<file path="config.mk">
export PLATFORM = sky130hd
export DESIGN_NAME = video_pattern_gen
export DESIGN_NICKNAME = d
export VERILOG_FILES = /design/src/rtl/video_pattern_gen.sv
export SDC_FILE = /design/constraint.sdc
export NUM_CORES = 1
export LEC_CHECK = 0
export BUFFER_PORTS_ARGS = -buffer_cell sky130_fd_sc_hd__buf_2
export CORE_MARGIN = 2
export CORE_UTILIZATION = 40
export DETAILED_ROUTE_END_ITERATION = 6
export PLACE_DENSITY = 0.64
export SLEW_MARGIN = 20
export SYNTH_ARGS = -nofsm -noshare
export SYNTH_HDL_FRONTEND = slang
export SYNTH_SLANG_ARGS = --single-unit
</file>
<file path="constraint.sdc">
create_clock -name clock -period 4.6 [get_ports clock]
set_input_delay 0.69 -clock clock [delete_from_list [all_inputs] [get_ports clock]]
set_output_delay 0.69 -clock clock [all_outputs]
set_load 0.02 [all_outputs]
</file>
<file path="src/rtl/video_pattern_gen.sv">
// Video timing and test-pattern generator: bars, gradient, checkerboard, bouncing box.
// Latency 1 cycle (outputs registered from counter state); free-running, no backpressure.
module video_pattern_gen #(
    parameter int          H_ACTIVE  = 640,
    parameter int          H_FRONT   = 16,
    parameter int          H_SYNC    = 96,
    parameter int          H_BACK    = 48,
    parameter int          V_ACTIVE  = 480,
    parameter int          V_FRONT   = 10,
    parameter int          V_SYNC    = 2,
    parameter int          V_BACK    = 33,
    parameter logic        HSYNC_POL = 1'b0,
    parameter logic        VSYNC_POL = 1'b0,
    parameter int          BOX_SIZE  = 32,
    parameter logic [23:0] BOX_COLOR = 24'hFFFFFF
) (
    input  logic        clock,
    input  logic        reset,
    input  logic [1:0]  mode,
    output logic        video_de,
    output logic        video_hsync,
    output logic        video_vsync,
    output logic [23:0] video_data,
    output logic        frame_start
);

    localparam int H_TOTAL = H_ACTIVE + H_FRONT + H_SYNC + H_BACK;
    localparam int V_TOTAL = V_ACTIVE + V_FRONT + V_SYNC + V_BACK;
    localparam int HW      = $clog2(H_TOTAL);
    localparam int VW      = $clog2(V_TOTAL);
    localparam int BAR_W   = H_ACTIVE / 8;

    localparam logic [HW-1:0] H_LAST   = HW'(H_TOTAL - 1);
    localparam logic [HW-1:0] H_ACT    = HW'(H_ACTIVE);
    localparam logic [HW-1:0] HS_FIRST = HW'(H_ACTIVE + H_FRONT);
    localparam logic [HW-1:0] HS_LAST  = HW'(H_ACTIVE + H_FRONT + H_SYNC - 1);
    localparam logic [HW-1:0] BX_MAX   = HW'(H_ACTIVE - BOX_SIZE);
    localparam logic [HW-1:0] BOX_H    = HW'(BOX_SIZE);
    localparam logic [VW-1:0] V_LAST   = VW'(V_TOTAL - 1);
    localparam logic [VW-1:0] V_ACT    = VW'(V_ACTIVE);
    localparam logic [VW-1:0] VS_FIRST = VW'(V_ACTIVE + V_FRONT);
    localparam logic [VW-1:0] VS_LAST  = VW'(V_ACTIVE + V_FRONT + V_SYNC - 1);
    localparam logic [VW-1:0] BY_MAX   = VW'(V_ACTIVE - BOX_SIZE);
    localparam logic [VW-1:0] BOX_V    = VW'(BOX_SIZE);

    logic [HW-1:0] r_h_cnt, r_bx;
    logic [VW-1:0] r_v_cnt, r_by;
    logic          r_dx_neg, r_dy_neg;
    logic [1:0]    r_mode;

    logic          w_origin, w_active, w_hs_on, w_vs_on, w_in_box, w_box_step;
    logic [1:0]    w_mode;
    logic [2:0]    w_bar;
    logic [23:0]   w_bar_rgb, w_pix;

    // The mode sampled at the origin already applies to the origin pixel itself.
    assign w_origin   = (r_h_cnt == '0) && (r_v_cnt == '0);
    assign w_mode     = w_origin ? mode : r_mode;
    assign w_active   = (r_h_cnt < H_ACT) && (r_v_cnt < V_ACT);
    assign w_hs_on    = (r_h_cnt >= HS_FIRST) && (r_h_cnt <= HS_LAST);
    assign w_vs_on    = (r_v_cnt >= VS_FIRST) && (r_v_cnt <= VS_LAST);
    assign w_box_step = (r_h_cnt == H_ACT) && (r_v_cnt == V_ACT);
    assign w_in_box   = (r_h_cnt >= r_bx) && (r_h_cnt < r_bx + BOX_H) &&
                        (r_v_cnt >= r_by) && (r_v_cnt < r_by + BOX_V);

    // Bar index by threshold compare; anything past the 7th threshold stays in the last bar.
    always_comb begin
        w_bar = '0;
        for (int k = 1; k < 8; k++) begin
            if (r_h_cnt >= HW'(k * BAR_W)) w_bar = 3'(k);
        end
        case (w_bar)
            3'd0:    w_bar_rgb = 24'hFFFFFF;
            3'd1:    w_bar_rgb = 24'hFFFF00;
            3'd2:    w_bar_rgb = 24'h00FFFF;
            3'd3:    w_bar_rgb = 24'h00FF00;
            3'd4:    w_bar_rgb = 24'hFF00FF;
            3'd5:    w_bar_rgb = 24'hFF0000;
            3'd6:    w_bar_rgb = 24'h0000FF;
            default: w_bar_rgb = 24'h000000;
        endcase
    end

    always_comb begin
        case (w_mode)
            2'b00:   w_pix = w_bar_rgb;
            2'b01:   w_pix = {3{r_h_cnt[7:0]}};
            2'b10:   w_pix = (r_h_cnt[5] ~^ r_v_cnt[5]) ? 24'hFFFFFF : 24'h000000;
            default: w_pix = w_in_box ? BOX_COLOR : 24'h000080;
        endcase
    end

    always_ff @(posedge clock) begin
        if (reset) begin
            r_h_cnt     <= '0;
            r_v_cnt     <= '0;
            r_mode      <= 2'b00;
            r_bx        <= '0;
            r_by        <= '0;
            r_dx_neg    <= 1'b0;
            r_dy_neg    <= 1'b0;
            video_de    <= 1'b0;
            video_data  <= '0;
            frame_start <= 1'b0;
            video_hsync <= ~HSYNC_POL;
            video_vsync <= ~VSYNC_POL;
        end else begin
            if (r_h_cnt == H_LAST) begin
                r_h_cnt <= '0;
                r_v_cnt <= (r_v_cnt == V_LAST) ? '0 : r_v_cnt + VW'(1);
            end else begin
                r_h_cnt <= r_h_cnt + HW'(1);
            end

            if (w_origin) r_mode <= mode;

            // Box moves at the start of vertical blanking so a frame never shows a torn box.
            if (w_box_step) begin
                if (!r_dx_neg && r_bx == BX_MAX) begin
                    r_dx_neg <= 1'b1;
                    r_bx     <= r_bx - HW'(1);
                end else if (r_dx_neg && r_bx == '0) begin
                    r_dx_neg <= 1'b0;
                    r_bx     <= HW'(1);
                end else begin
                    r_bx     <= r_dx_neg ? r_bx - HW'(1) : r_bx + HW'(1);
                end

                if (!r_dy_neg && r_by == BY_MAX) begin
                    r_dy_neg <= 1'b1;
                    r_by     <= r_by - VW'(1);
                end else if (r_dy_neg && r_by == '0) begin
                    r_dy_neg <= 1'b0;
                    r_by     <= VW'(1);
                end else begin
                    r_by     <= r_dy_neg ? r_by - VW'(1) : r_by + VW'(1);
                end
            end

            video_de    <= w_active;
            video_data  <= w_active ? w_pix : 24'h000000;
            frame_start <= w_origin;
            video_hsync <= w_hs_on ? HSYNC_POL : ~HSYNC_POL;
            video_vsync <= w_vs_on ? VSYNC_POL : ~VSYNC_POL;
        end
    end

endmodule

</file>
==> key figures <==
Run status
  • Status: complete, no violations

Route
  • Number of vias per cell: 5.808
  • Starting DRT DRC Count: 293
  • Via count: roughly 4,400
  • Post-DRT Antenna Nets: 0
  • Initial DRT Pass Iterations: 7
  • Total wire length: 12.16 mm
  • DRC Markers: 0
  • Routed WL per cell: between 15 and 20 um

STA
  • Unrepaired setup endpoints after global routing: no
  • Final Max Tran Viols: 0
  • Final setup TNS: 0 ps
  • Clock skew: 7.318 ps
  • Rel. slew slack: between 30 and 40%
  • Fin crit share: a little over three fifths
  • Final worst slack: 1727 ps
  • Fmax: around 350 MHz
  • Setup violators final: 0
  • Final Hold Viols: 0
  • Least-Margin Pin Slew: 906.1 ps
  • Min Hold Slack: about 500 ps
  • Min cycle time layout: approximately 2900 ps

Synthesis
  • Synthesized area: 4708 um2
  • Flops & latches, synth: 72
  • Mapped Nets: 629
  • Syn. warnings: 0
  • Synth Area in Adders: 11.16%
  • Post-synthesis mux area share: 0.7175%
  • Post-synthesis instance total: between 500 and 600
  • XOR/XNOR share of the synthesized area: roughly 6.0%
  • Most area-consuming cells after synthesis: dfxtp_1, ha_1, a21oi_1
  • Compound-Gate Fraction of Synth Area: a little over a fifth
  • Largest family of logic cells by synthesized area: simple AND/OR/NAND/NOR gates
  • Largest area contributor in the netlist: dfxtp_1
  • Sequential area share after synthesis: 30.61%
  • Post-synth ARST share: 0%
  • Main flop type after synthesis: dfxtp_1
  • Share of the synthesized area in the top cell type: 30.61%
  • Post-synth EDFFs: 0
  • Number of distinct library cells after synthesis: 66
  • Simple-Gate Fraction of Synth Area: roughly a quarter
  • Syn_area_per_cell: 8.076 um2

Finish
  • Area Growth Syn to Fin: 12.14%
  • Ant diodes: 0
  • Finished Layout Cells: 750
  • Final Net Count: 649
  • Final core utilization: 46.04%
  • Fraction of layout instances using a drive strength above 1: a little under an eighth

Place
  • Cells after DPL: 735
  • Final GP Congestion: 0.8834
  • Dpl ws: 1779 ps
  • HPWL Detailed: 8.864 mm
  • Port bufs: 31

Global route
  • Total track usage: 19.63%
  • Initial antenna violation count: 0
  • Vias in the first global route: roughly 4,100
  • Largest net degree at the start of global routing: 32
  • First-pass GRT wire length: 20.13 mm
  • Grt ovf: 0

Clocking
  • Cts bufs inserted: 9
  • CTS max path bufs: 2
  • PostCTS Resize Cnt: 0
  • H-Tree Level Count: 3
  • Later-pin clock latency in the skew report: roughly 350 ps
  • Sink Count: 72
  • Root Driver: clkbuf_16
  • CTS tree: built
  • Post-CTS Setup Inserts: 0
  • Hold_buf cts: 0
  • Worst-path clk slew: 60 ps

Floorplanning
  • Die width: 112.5 um
  • Core area: 11,470 um2
  • Top Ports: 32
  • Row count: 39
  • Starting density of the core: between 40% and 50%
  • Die ar.: 12,650 um2
  • Die outline height: between 100 and 150 um

Worst hold path
  • Min-delay src: r_bx[9]
  • Hold crit path type: reg2reg

Setup path
  • WP data required: 4840 ps
  • Critical path class: reg2reg
  • Worst setup startpoint: r_by[7]
  • Reg-to-Reg Start: r_by[7]
  • CP Launch Type: flop
  • CP max FO: 16
  • Critical Path End Type: flop
  • CP arrival: 3110 ps

Power
  • Pwr per Cell Area: about 320 nW/um2
  • Peak VDD IR: 0.3385 mV
  • Leakage: just over 0.002 uW

Flow run
  • Max-cap violations: 0
[final timing paths]
kind	to	slack [ps]	cells past startpoint
worst min register to register	r_bx[9]	510	2
worst max register to register	video_data[19]	1730	9
worst min-delay path	r_bx[9]	510	2
worst max-delay path	video_data[19]	1730	9
[worst max-delay path, stage by stage, from the launching register on]
cell	delay, ps
dfxtp_1	580
and2_1	240
nand2_1	90
xnor2_1	180
ha_1	270
nand4_1	100
nor3_1	60
a22oi_1	320
nand4_1	570
a31oi_1	350
[synthesized netlist by cell type (all sizes together), types with 3 or more instances]
cell     n
dfxtp   72
a21oi   54
nor2    53
nand2   43
ha      42
inv     36
o21ai   26
a31oi   25
nand3   25
xnor2   25
nor3    18
clkbuf  17
nand4   12
nand2b  11
and3    10
nor4    10
a41oi    8
buf      8
nor2b    8
and2     7
xor2     7
o31ai    5
a211oi   4
a21o     4
o211ai   4
mux2     3
nor4b    3
o22ai    3
or3      3
or4      3
[area by class of cell]
type | count | area (um2)
clock buffer | 10 | 239.0
clock inverter | 5 | 81.33
fill | 1123 | 6187
inverter | 36 | 135.1
multi-input combinational | 450 | 3027
sequential | 72 | 1441
tap | 143 | 178.9
timing repair buffer | 34 | 177.7
[cells by family (layout without fill, tap and decap cells)]
kind of cell | after synthesis | count (layout)
AND/OR/NAND/NOR | 219 | 219
multiplexers | 3 | 3
adder cells (fa/ha/maj) | 42 | 42
AO/OA/AOI/OAI | 154 | 154
buffers and inverters | 61 | 85
XOR/XNOR | 32 | 32
flip-flops | 72 | 72
[flip-flops by register name, summed over array words and instances (netlist names)]
signal	flops
video_data	24
r_mode	2
r_dx_neg	1
r_bx	10
r_by	10
video_vsync	1
r_dy_neg	1
r_v_cnt	10
video_de	1
frame_start	1
r_h_cnt	10
video_hsync	1
[cell usage in the layout (no fill, tap or decap), types with 3 or more instances in the layout]
cell / Yosys / routed
dfxtp_1: 72 / 72
nor2_1: 53 / 53
a21oi_1: 53 / 53
nand2_1: 42 / 42
ha_1: 42 / 42
inv_1: 36 / 36
buf_2: 6 / 31
nand3_1: 25 / 25
xnor2_1: 25 / 25
a31oi_1: 25 / 25
o21ai_0: 19 / 19
nor3_1: 16 / 16
nand2b_1: 11 / 11
nand4_1: 11 / 11
and3_1: 10 / 10
clkbuf_16: 0 / 9
nor2b_1: 8 / 8
and2_1: 7 / 7
o21ai_1: 7 / 7
xor2_1: 7 / 7
a41oi_1: 7 / 7
nor4_1: 6 / 6
o31ai_1: 5 / 5
a21o_1: 4 / 4
a211oi_1: 4 / 4
o211ai_1: 3 / 3
mux2_2: 3 / 3
o22ai_1: 3 / 3
or3_1: 3 / 3
nor4_2: 3 / 3
buf_4: 1 / 3
[metal layers]
layer  GRT usage [%]  routed length (um)
met1           23.78                5485
met2           33.25                5713
met3           5.724                 669
met4           6.911                 291
met5               0                   0
[through the flow]
step | power (uW) | area (um2)
finish | 1677 | 5280
detailed placement | 931.5 | 4960
global placement | 927.1 | 4960
floorplan | 859.7 | 4708
CTS | 1691 | 5280
global route | 1749 | 5280
[report_power, final]
part / switching [uW] / leakage, uW / total [uW] / internal [uW]
logic: 152 / 0.00129 / 232 / 80.3
clock network: 273 / 0.000155 / 759 / 486
registers: 16.1 / 0.000589 / 686 / 670
(Power assumes the default switching activity.)
